`config.mk`:
```
export PLATFORM = sky130hd
export DESIGN_NAME = uart_tx_arbiter
export DESIGN_NICKNAME = d
export VERILOG_FILES = /design/src/rtl/uart_arb_pkg.sv /design/src/rtl/stream_reg_slice.sv /design/src/rtl/uart_tx_arbiter.sv
export SDC_FILE = /design/constraint.sdc
export NUM_CORES = 1
export LEC_CHECK = 0
export CAP_MARGIN = 15
export CELL_PAD_IN_SITES_DETAIL_PLACEMENT = 0
export CELL_PAD_IN_SITES_GLOBAL_PLACEMENT = 2
export CORE_MARGIN = 8
export CORE_UTILIZATION = 33
export CTS_BUF_LIST = sky130_fd_sc_hd__clkbuf_16
export DETAILED_ROUTE_END_ITERATION = 12
export MAX_ROUTING_LAYER = met4
export PLACE_DENSITY = 0.95
export SYNTH_ARGS = -nofsm -noshare
export SYNTH_HDL_FRONTEND = slang
export SYNTH_SLANG_ARGS = --single-unit
```
`constraint.sdc`:
```
create_clock -name hclk -period 4.5 [get_ports hclk]
set_input_delay 0.9 -clock hclk [delete_from_list [all_inputs] [get_ports hclk]]
set_output_delay 0.9 -clock hclk [all_outputs]
set_load 0.02 [all_outputs]
```
`src/rtl/uart_arb_pkg.sv`:
```
// Shared definitions for the two-source UART TX arbiter: FSM encoding,
// source indices and default timing parameters.
package uart_arb_pkg;

    typedef enum logic [1:0] {
        IDLE   = 2'd0,
        GRANT0 = 2'd1,
        GRANT1 = 2'd2
    } arb_state_e;

    localparam int SRC0 = 0;
    localparam int SRC1 = 1;

    localparam int IDLE_TIMEOUT_DFLT = 64;
    localparam int CNT_W_DFLT        = 16;

    // Idle counter must be able to hold IDLE_TIMEOUT itself.
    function automatic int idle_cnt_w(input int timeout);
        return $clog2(timeout + 1);
    endfunction

    localparam int IDLE_CNT_W = idle_cnt_w(IDLE_TIMEOUT_DFLT);

endpackage

```
`src/rtl/stream_reg_slice.sv`:
```
// One-stage valid/ready register slice. Accepts a new beat in the same cycle
// the held beat drains, so it sustains one beat per cycle.
module stream_reg_slice #(
    parameter int W = 8
) (
    input  logic         hclk,
    input  logic         hresetn,
    input  logic         in_valid,
    output logic         in_ready,
    input  logic [W-1:0] in_data,
    output logic         out_valid,
    input  logic         out_ready,
    output logic [W-1:0] out_data
);

    logic         valid_q;
    logic [W-1:0] data_q;

    assign in_ready  = !valid_q || out_ready;
    assign out_valid = valid_q;
    assign out_data  = data_q;

    always_ff @(posedge hclk or negedge hresetn) begin
        if (!hresetn) begin
            valid_q <= 1'b0;
            data_q  <= '0;
        end else if (in_valid && in_ready) begin
            valid_q <= 1'b1;
            data_q  <= in_data;
        end else if (out_ready) begin
            valid_q <= 1'b0;
        end
    end

endmodule

```
`src/rtl/uart_tx_arbiter.sv`:
```
// Packet-granular round-robin arbiter sharing one UART TX byte stream between
// the USB CDC OUT stream (src0) and the CPU console stream (src1).
module uart_tx_arbiter
    import uart_arb_pkg::*;
#(
    parameter int IDLE_TIMEOUT = IDLE_TIMEOUT_DFLT,
    parameter int CNT_W        = CNT_W_DFLT
) (
    input  logic             hclk,
    input  logic             hresetn,
    input  logic [1:0]       src_en,
    input  logic             s0_tvalid,
    output logic             s0_tready,
    input  logic [7:0]       s0_tdata,
    input  logic             s0_tlast,
    input  logic             s1_tvalid,
    output logic             s1_tready,
    input  logic [7:0]       s1_tdata,
    input  logic             s1_tlast,
    output logic             m_tvalid,
    input  logic             m_tready,
    output logic [7:0]       m_tdata,
    output logic [1:0]       grant,
    input  logic             clr_cnt,
    output logic [CNT_W-1:0] cnt0,
    output logic [CNT_W-1:0] cnt1
);

    localparam int ICNT_W = idle_cnt_w(IDLE_TIMEOUT);
    localparam logic [ICNT_W-1:0] IDLE_LAST = ICNT_W'(IDLE_TIMEOUT - 1);

    arb_state_e        state_q, state_d;
    logic              rr_q, rr_d;
    logic [ICNT_W-1:0] idle_q, idle_d;

    logic       slot_free;
    logic [1:0] req;
    logic [1:0] acc;
    logic       backpressure;
    logic       own1, own_en, own_valid, own_acc, own_last;

    assign req          = {s1_tvalid, s0_tvalid} & src_en;
    assign acc          = {s1_tvalid & s1_tready, s0_tvalid & s0_tready};
    assign backpressure = m_tvalid && !m_tready;

    assign own1      = (state_q == GRANT1);
    assign own_en    = own1 ? src_en[SRC1] : src_en[SRC0];
    assign own_valid = own1 ? s1_tvalid    : s0_tvalid;
    assign own_acc   = own1 ? acc[SRC1]    : acc[SRC0];
    assign own_last  = own1 ? s1_tlast     : s0_tlast;

    always_ff @(posedge hclk or negedge hresetn) begin
        if (!hresetn) begin
            state_q <= IDLE;
            rr_q    <= 1'b0;
            idle_q  <= '0;
        end else begin
            state_q <= state_d;
            rr_q    <= rr_d;
            idle_q  <= idle_d;
        end
    end

    always_comb begin
        state_d = state_q;
        rr_d    = rr_q;
        idle_d  = idle_q;
        case (state_q)
            IDLE: begin
                idle_d = '0;
                if (req == 2'b11) begin
                    state_d = rr_q ? GRANT1 : GRANT0;
                end else if (req[SRC0]) begin
                    state_d = GRANT0;
                end else if (req[SRC1]) begin
                    state_d = GRANT1;
                end
            end
            GRANT0, GRANT1: begin
                // Every release hands priority to the other source.
                if (!own_en) begin
                    state_d = IDLE;
                    rr_d    = !own1;
                    idle_d  = '0;
                end else if (own_acc) begin
                    idle_d = '0;
                    if (own_last) begin
                        state_d = IDLE;
                        rr_d    = !own1;
                    end
                end else if (!own_valid && !backpressure) begin
                    if (idle_q == IDLE_LAST) begin
                        state_d = IDLE;
                        rr_d    = !own1;
                        idle_d  = '0;
                    end else begin
                        idle_d = idle_q + 1'b1;
                    end
                end
            end
            default: begin
                state_d = IDLE;
            end
        endcase
    end

    always_comb begin
        grant     = 2'b00;
        s0_tready = 1'b0;
        s1_tready = 1'b0;
        case (state_q)
            GRANT0: begin
                grant     = 2'b01;
                s0_tready = src_en[SRC0] && slot_free;
            end
            GRANT1: begin
                grant     = 2'b10;
                s1_tready = src_en[SRC1] && slot_free;
            end
            default: begin
            end
        endcase
    end

    stream_reg_slice #(
        .W(8)
    ) u_out_slice (
        .hclk     (hclk),
        .hresetn  (hresetn),
        .in_valid (|acc),
        .in_ready (slot_free),
        .in_data  (acc[SRC1] ? s1_tdata : s0_tdata),
        .out_valid(m_tvalid),
        .out_ready(m_tready),
        .out_data (m_tdata)
    );

    logic [CNT_W-1:0] cnt_w [2];

    for (genvar gi = 0; gi < 2; gi++) begin : g_cnt
        logic [CNT_W-1:0] cnt_q, cnt_d;

        always_comb begin
            cnt_d = cnt_q;
            if (clr_cnt) begin
                cnt_d = '0;
            end else if (acc[gi] && (cnt_q != {CNT_W{1'b1}})) begin
                cnt_d = cnt_q + 1'b1;
            end
        end

        always_ff @(posedge hclk or negedge hresetn) begin
            if (!hresetn) begin
                cnt_q <= '0;
            end else begin
                cnt_q <= cnt_d;
            end
        end

        assign cnt_w[gi] = cnt_q;
    end

    assign cnt0 = cnt_w[SRC0];
    assign cnt1 = cnt_w[SRC1];

endmodule

```
==> impl_metrics.ini, run 1 <==
[min_path]
holdPathEnd = idle_q[6]$_DFFE_PN0P_
whs_path_depth = 1
hold_path_class = flip-flop to flip-flop
hp-start = idle_q[6]$_DFFE_PN0P_

[drt]
met3WireLength_um = 215
met1_length_um = 3620
wire_per_inst_um = 15.4
dr_wl_met2_um = 3570
dr.pass1.iters = 4
vias = 2475
wirelength_um = 7480
drtIter0Drc = 64
drtAntennaViolNets = 0
vias_per_cell = 5.09
drc = 0
routed.top_layer = met4

[critical_path]
crit_path_max_incr_delay_ns = 0.60
crit_top_cell = clkdlybuf4s50_1
cp-end-kind = output pin
critPathMaxFanout = 11
reg2reg_slack_ns = 2.03
path_delay_family = buffers and inverters
worstPathArrival_ns = 2.43
crit_buf_inv = 3
critical_path_required_ns = 3.60
r2r_cells = 7
r2r_end = state_q[0]$_DFFE_PN0P_
cp-start-kind = input pin
cp_slowest_cell = clkdlybuf4s50_1
r2r_start = state_q[0]$_DFFE_PN0P_
path_cells = clkdlybuf4s50_1 -> nand2b_1 -> buf_4 -> and3_1 -> clkdlybuf4s50_1
critPathKind = input pin to output pin

[synth]
avgSynthCellArea_um2 = 9.73
synth_xor_area_share_pct = 8.50
synth_most_common_cell = dfrtp_1
synthesis.area_um2 = 2990
ys_ff_latch = 51
ys_types = 52
synth_top_family_by_area = simple AND/OR/NAND/NOR gates
synth_edf_count = 0
synth_commonest_cells = dfrtp_1 (51), nor2_1 (46), xnor2_1 (29), nand2_1 (23), a21oi_1 (17)
syn_nets = 342
synth-async-reset-ratio_pct = 100
synth_flop_cell = dfrtp_1
synth-simple-area-share_pct = 27.0
synthAdderAreaFrac_pct = 3.77
synth_mux_area_share_pct = 3.69
synth_area_leaders = dfrtp_1 (43%), xnor2_1 (8.5%), nor2_1 (5.8%)
synthCells = 307
yosysTopAreaCell = dfrtp_1
yosysSeqAreaShare_pct = 42.7
ys_warn_count = 0
yosysTopAreaCellShare_pct = 42.7
synth_compound_area_share_pct = 11.1

[clock_network]
clockBufferDepth = 2
clock_sinks = 51
cts_root_buffer = clkbuf_16
cts_tree = done
cts_resized = 0
hold_buffers = 0
cts_made_buffers = 5
postCtsSetupBuffers = 0
clk_latency_ns = 0.29
htreeDepth = 2
clk_pin_slew_ns = 0.06

[die]
die_y_um = 111
die_w_um = 111
start_util_pct = 34.1
core_um2 = 8760
rows = 34
io_pins = 71
fp.dieArea_um2 = 12400

[sta]
setup_violations = 0
setup_tns_ns = 0
worstMarginPinSlew_ns = 0.817
period_needed_ns = 3.33
relSlewSlack_pct = 45.4
finalWorstSetupSlack_ns = 1.17
fmax_mhz = 300
rsz0062_at_grt = no
final_hold_viol_count = 0
maxSlewViolCount = 0
fin_skew_ns = 0.00311
period_share_pct = 74.1
whs_ns = 0.493

[pwr]
power_frac_clock_pct = 23.8
ir_drop_uv = 177
sw_frac_of_total_pct = 35.2
cellPowerDensity_nw_per_um2 = 385
pwr-share-comb_pct = 39.1
p_seq_share_pct = 37.1
internal_power_uw = 982
p_sw_uw = 534
p_leak_nw = 1.58

[place]
dp_slack_ns = 1.16
dp.cells = 478
hpwl_um = 5510
placed_area_um2 = 3780
gp_congestion = 0.810
port_buffers = 70

[grt]
grt_pass1_wl_um = 12800
gr-total-overflow = 0
grt_max_degree = 52
grt_pass1_vias = 2541
track_usage_pct = 12.7
antenna_found_initial = 0

[layout]
nNetsFinal = 413
design_area_um2 = 3940
n_antenna_cell = 0
drive_gt1_share_pct = 7.14
multi_input_area_um2 = 1620
fillCellCount = 869
area_delta_synth_final_pct = 31.8
register_area_um2 = 1280
instances_no_fill = 486

[run_status]
outcome = finished clean

[flow_run]
maxCapViolCount = 0
[stage by stage]
stage | power [mW] | util [%]
finish | 1.52 | 44.9
global route | 1.62 | 44.9
CTS | 1.53 | 44.6
detailed placement | 1.16 | 43.1
global placement | 1.16 | 43.1
floorplan | 0.957 | -
[state kept, by name (all words and copies together) (netlist names)]
signal,flops
cnt0,16
state_q,2
cnt1,16
rr_q,1
u_out_slice.out_data,8
idle_q,7
u_out_slice.out_valid,1
[kinds of logic (layout without fill, tap and decap cells)]
logic type	after synthesis	in the layout
and+or+nand+nor	140	140
DFF	51	51
AOI/OAI and AO/OA	49	49
xor gates and xnor gates	29	29
buffers and inverters	18	89
muxes	11	11
adders and majority gates	9	9
[worst register-to-register path, cell delays in order, from the launching register on]
cell	delay (ns)
dfrtp_1	0.42
inv_1	0.15
ha_1	0.48
nor2b_1	0.16
a211oi_4	0.39
nand2_1	0.14
a221oi_2	0.40
mux2i_1	0.25
[power groups by stage]
stage / sequential, mW / clock, mW / combinational, mW
detailed placement: 0.573 / 0 / 0.591
finish: 0.563 / 0.360 / 0.593
global placement: 0.569 / 0 / 0.589
floorplan: 0.618 / 0 / 0.339
global route: 0.571 / 0.397 / 0.655
CTS: 0.564 / 0.373 / 0.595
[how the worst max path moves through the flow]
stage / from / endpoint / slack, ns / cells after the start
after floorplan: m_tready / s0_tready / 2.14 / 3
after global placement: m_tready / s0_tready / 1.17 / 5
after detailed placement: m_tready / s0_tready / 1.16 / 5
after CTS: m_tready / s0_tready / 1.15 / 5
after global routing: m_tready / s0_tready / 1.10 / 5
final: m_tready / s0_tready / 1.17 / 5
[metal layers]
| layer | up-vias | GRT usage [%] |
|---|---|---|
| met5 | - | - |
| met4 | 0 | 3.47 |
| met3 | 4 | 2.60 |
| met2 | 52 | 20.1 |
| met1 | 1183 | 15.9 |
| li1 | 1236 | - |
[cell type report]
cell class,instances,area share [%]
timing repair buffer,74,18.9
multi-input combinational,238,41.1
tap,108,3.43
inverter,8,0.763
clock inverter,2,0.222
clock buffer,5,3.18
sequential,51,32.4
[cell usage in the layout (no fill, tap or decap), types with 3 or more instances in the layout]
| cell | n |
|---|---|
| xnor2_1 | 29 |
| nand4_1 | 7 |
| nand2_1 | 23 |
| buf_4 | 3 |
| nand2b_1 | 3 |
| inv_1 | 8 |
| mux2i_1 | 11 |
| dfrtp_1 | 51 |
| and4_1 | 4 |
| nand4_2 | 4 |
| clkdlybuf4s50_1 | 69 |
| a21oi_1 | 17 |
| o21ai_0 | 9 |
| nor2_1 | 46 |
| nand3_1 | 12 |
| nor4_1 | 8 |
| ha_1 | 9 |
| and3_1 | 3 |
| and2_1 | 3 |
| a211oi_1 | 5 |
| nor3_1 | 10 |
| clkbuf_16 | 5 |
Power figures use the tool's default switching activity.
==> run 2: changes to the inputs <==
--- a/config.mk
+++ b/config.mk
@@ -9,11 +9,11 @@
 export CELL_PAD_IN_SITES_DETAIL_PLACEMENT = 0
 export CELL_PAD_IN_SITES_GLOBAL_PLACEMENT = 2
 export CORE_MARGIN = 8
-export CORE_UTILIZATION = 33
+export CORE_UTILIZATION = 30
 export CTS_BUF_LIST = sky130_fd_sc_hd__clkbuf_16
 export DETAILED_ROUTE_END_ITERATION = 12
 export MAX_ROUTING_LAYER = met4
-export PLACE_DENSITY = 0.95
+export PLACE_DENSITY = 0.91
 export SYNTH_ARGS = -nofsm -noshare
 export SYNTH_HDL_FRONTEND = slang
 export SYNTH_SLANG_ARGS = --single-unit
==> constraint.sdc (replaced) <==
create_clock -name hclk -period 3.2 [get_ports hclk]
set_input_delay 0.64 -clock hclk [delete_from_list [all_inputs] [get_ports hclk]]
set_output_delay 0.64 -clock hclk [all_outputs]
set_load 0.02 [all_outputs]
==> run 2 against run 1 <==
Worst hold slack lost 0.23 ns. Critical path type is now flip-flop to output pin. First-iteration DRC count grew 28%. Via count is essentially flat. Global-route usage shrank 0.85 points. Clock skew grew 0.0028 ns. Largest cell class unchanged. Cell count grew 5.6%. Die area grew 8.5%. Sequential share of layout area shrank 0.18 points. Wire length grew 0.59%.
==> impl_metrics.ini, run 2 (synthesized netlist as in run 1, its figures left out) <==
[run_status]
outcome = finished clean

[critical_path]
r2r_cells = 7
worstPathArrival_ns = 2.20
crit_buf_inv = 2
critPathMaxFanout = 10
path_delay_family = buffers and inverters
crit_path_max_incr_delay_ns = 0.61
cp-end-kind = output pin
critical_path_required_ns = 2.56
cp-start-kind = flip-flop
path_cells = inv_1 -> ha_1 -> nand2_1 -> nor2_1 -> clkdlybuf4s50_1
cp_slowest_cell = clkdlybuf4s50_1
critPathKind = flip-flop to output pin
path_depth = 5

[pwr]
ir_drop_uv = 231
p_leak_nw = 1.59
total_power_mw = 2.14
cellPowerDensity_nw_per_um2 = 539

[place]
port_buffers = 70
dp.cells = 505
dp_slack_ns = 0.552
gp_congestion = 0.786
hpwl_um = 5620

[sta]
setup_violations = 0
setup_tns_ns = 0
final_hold_viol_count = 0
relSlewSlack_pct = 64.3
fmax_mhz = 352
period_needed_ns = 2.84
whs_ns = 0.259
rsz0062_at_grt = no
fin_skew_ns = 0.00591
worstMarginPinSlew_ns = 0.532
finalWorstSetupSlack_ns = 0.356
period_share_pct = 88.9
maxSlewViolCount = 0

[clock_network]
htreeDepth = 2
cts_resized = 0
postCtsSetupBuffers = 0
cts_root_buffer = clkbuf_16
clock_sinks = 51
cts_made_buffers = 5
clk_pin_slew_ns = 0.07
clk_latency_ns = 0.29
hold_buffers = 0
cts_tree = done
clockBufferDepth = 2

[drt]
dr.pass1.iters = 4
wirelength_um = 7520
met3WireLength_um = 257
routed.top_layer = met4
drtAntennaViolNets = 0
met1_length_um = 3460
vias = 2476
vias_per_cell = 4.83
dr_wl_met2_um = 3710
wire_per_inst_um = 14.7
drc = 0
drtIter0Drc = 82

[layout]
area_delta_synth_final_pct = 32.5
instances_no_fill = 513
final_common_cell = clkdlybuf4s50_1
final_cell_mix = clkdlybuf4s50_1 (69), dfrtp_1 (51), nor2_1 (46), xnor2_1 (29), nand2_1 (23)
nNetsFinal = 414
n_antenna_cell = 0
drive_gt1_share_pct = 7.37

[flow_run]
maxCapViolCount = 0

[die]
rows = 36
die_w_um = 116
die_y_um = 116
core_um2 = 9730
io_pins = 71
fp.dieArea_um2 = 13400
start_util_pct = 30.7

[min_path]
hold_path_class = input pin to async pin

[grt]
gr-total-overflow = 0
grt_max_degree = 37
grt_pass1_vias = 2411
antenna_found_initial = 0
track_usage_pct = 11.8
grt_pass1_wl_um = 12300
==> run 2: worst register-to-register path, cell delays in order (launching register included) <==
cell and delay [ns]:
dfrtp_1 0.42, inv_1 0.15, ha_1 0.47, nor2b_1 0.15, a211oi_4 0.38, nand2_1 0.13
a221oi_2 0.40, mux2i_1 0.23
==> run 2: cell type report <==
| type | count | area, um^2 |
|---|---|---|
| fillers | 1018 | 5770 |
| clock buffers | 5 | 125 |
| well taps | 133 | 166 |
| flip-flops and latches | 51 | 1280 |
| inverters | 8 | 30.0 |
| repair buffers | 75 | 733 |
| clock inverters | 3 | 12.5 |
| multi-input cells | 238 | 1620 |
==> run 2: worst paths after layout <==
| check | from | slack [ns] | endpoint |
|---|---|---|---|
| min reg2reg | idle_q[6]$_DFFE_PN0P_ | 0.49 | idle_q[6]$_DFFE_PN0P_ |
| max reg2reg | state_q[0]$_DFFE_PN0P_ | 0.79 | state_q[0]$_DFFE_PN0P_ |
| min | hresetn | 0.26 | u_out_slice.out_data[3]$_DFFE_PN0P_ |
| min in group hclk | idle_q[6]$_DFFE_PN0P_ | 0.49 | idle_q[6]$_DFFE_PN0P_ |
| max | state_q[0]$_DFFE_PN0P_ | 0.36 | s1_tready |
| max in group asynchronous | hresetn | 2.14 | state_q[0]$_DFFE_PN0P_ |
==> run 2: stage by stage <==
stage                     util (%)  instance area, um^2
final                         40.7                 3960
after global routing          40.7                 3960
after CTS                     40.7                 3960
after detailed placement      39.3                 3820
after global placement        39.3                 3820
after floorplan                  -                 2990
==> run 2: routing by layer <==
layer	GRT usage, %	up-vias
met4	3.89	0
met2	19.3	53
met3	1.51	7
met5	-	-
met1	14.8	1174
li1	-	1242
==> run 2: power by group <==
part / internal (mW) / switching (mW)
registers: 0.731 / 0.0605
logic: 0.369 / 0.466
clock network: 0.283 / 0.226
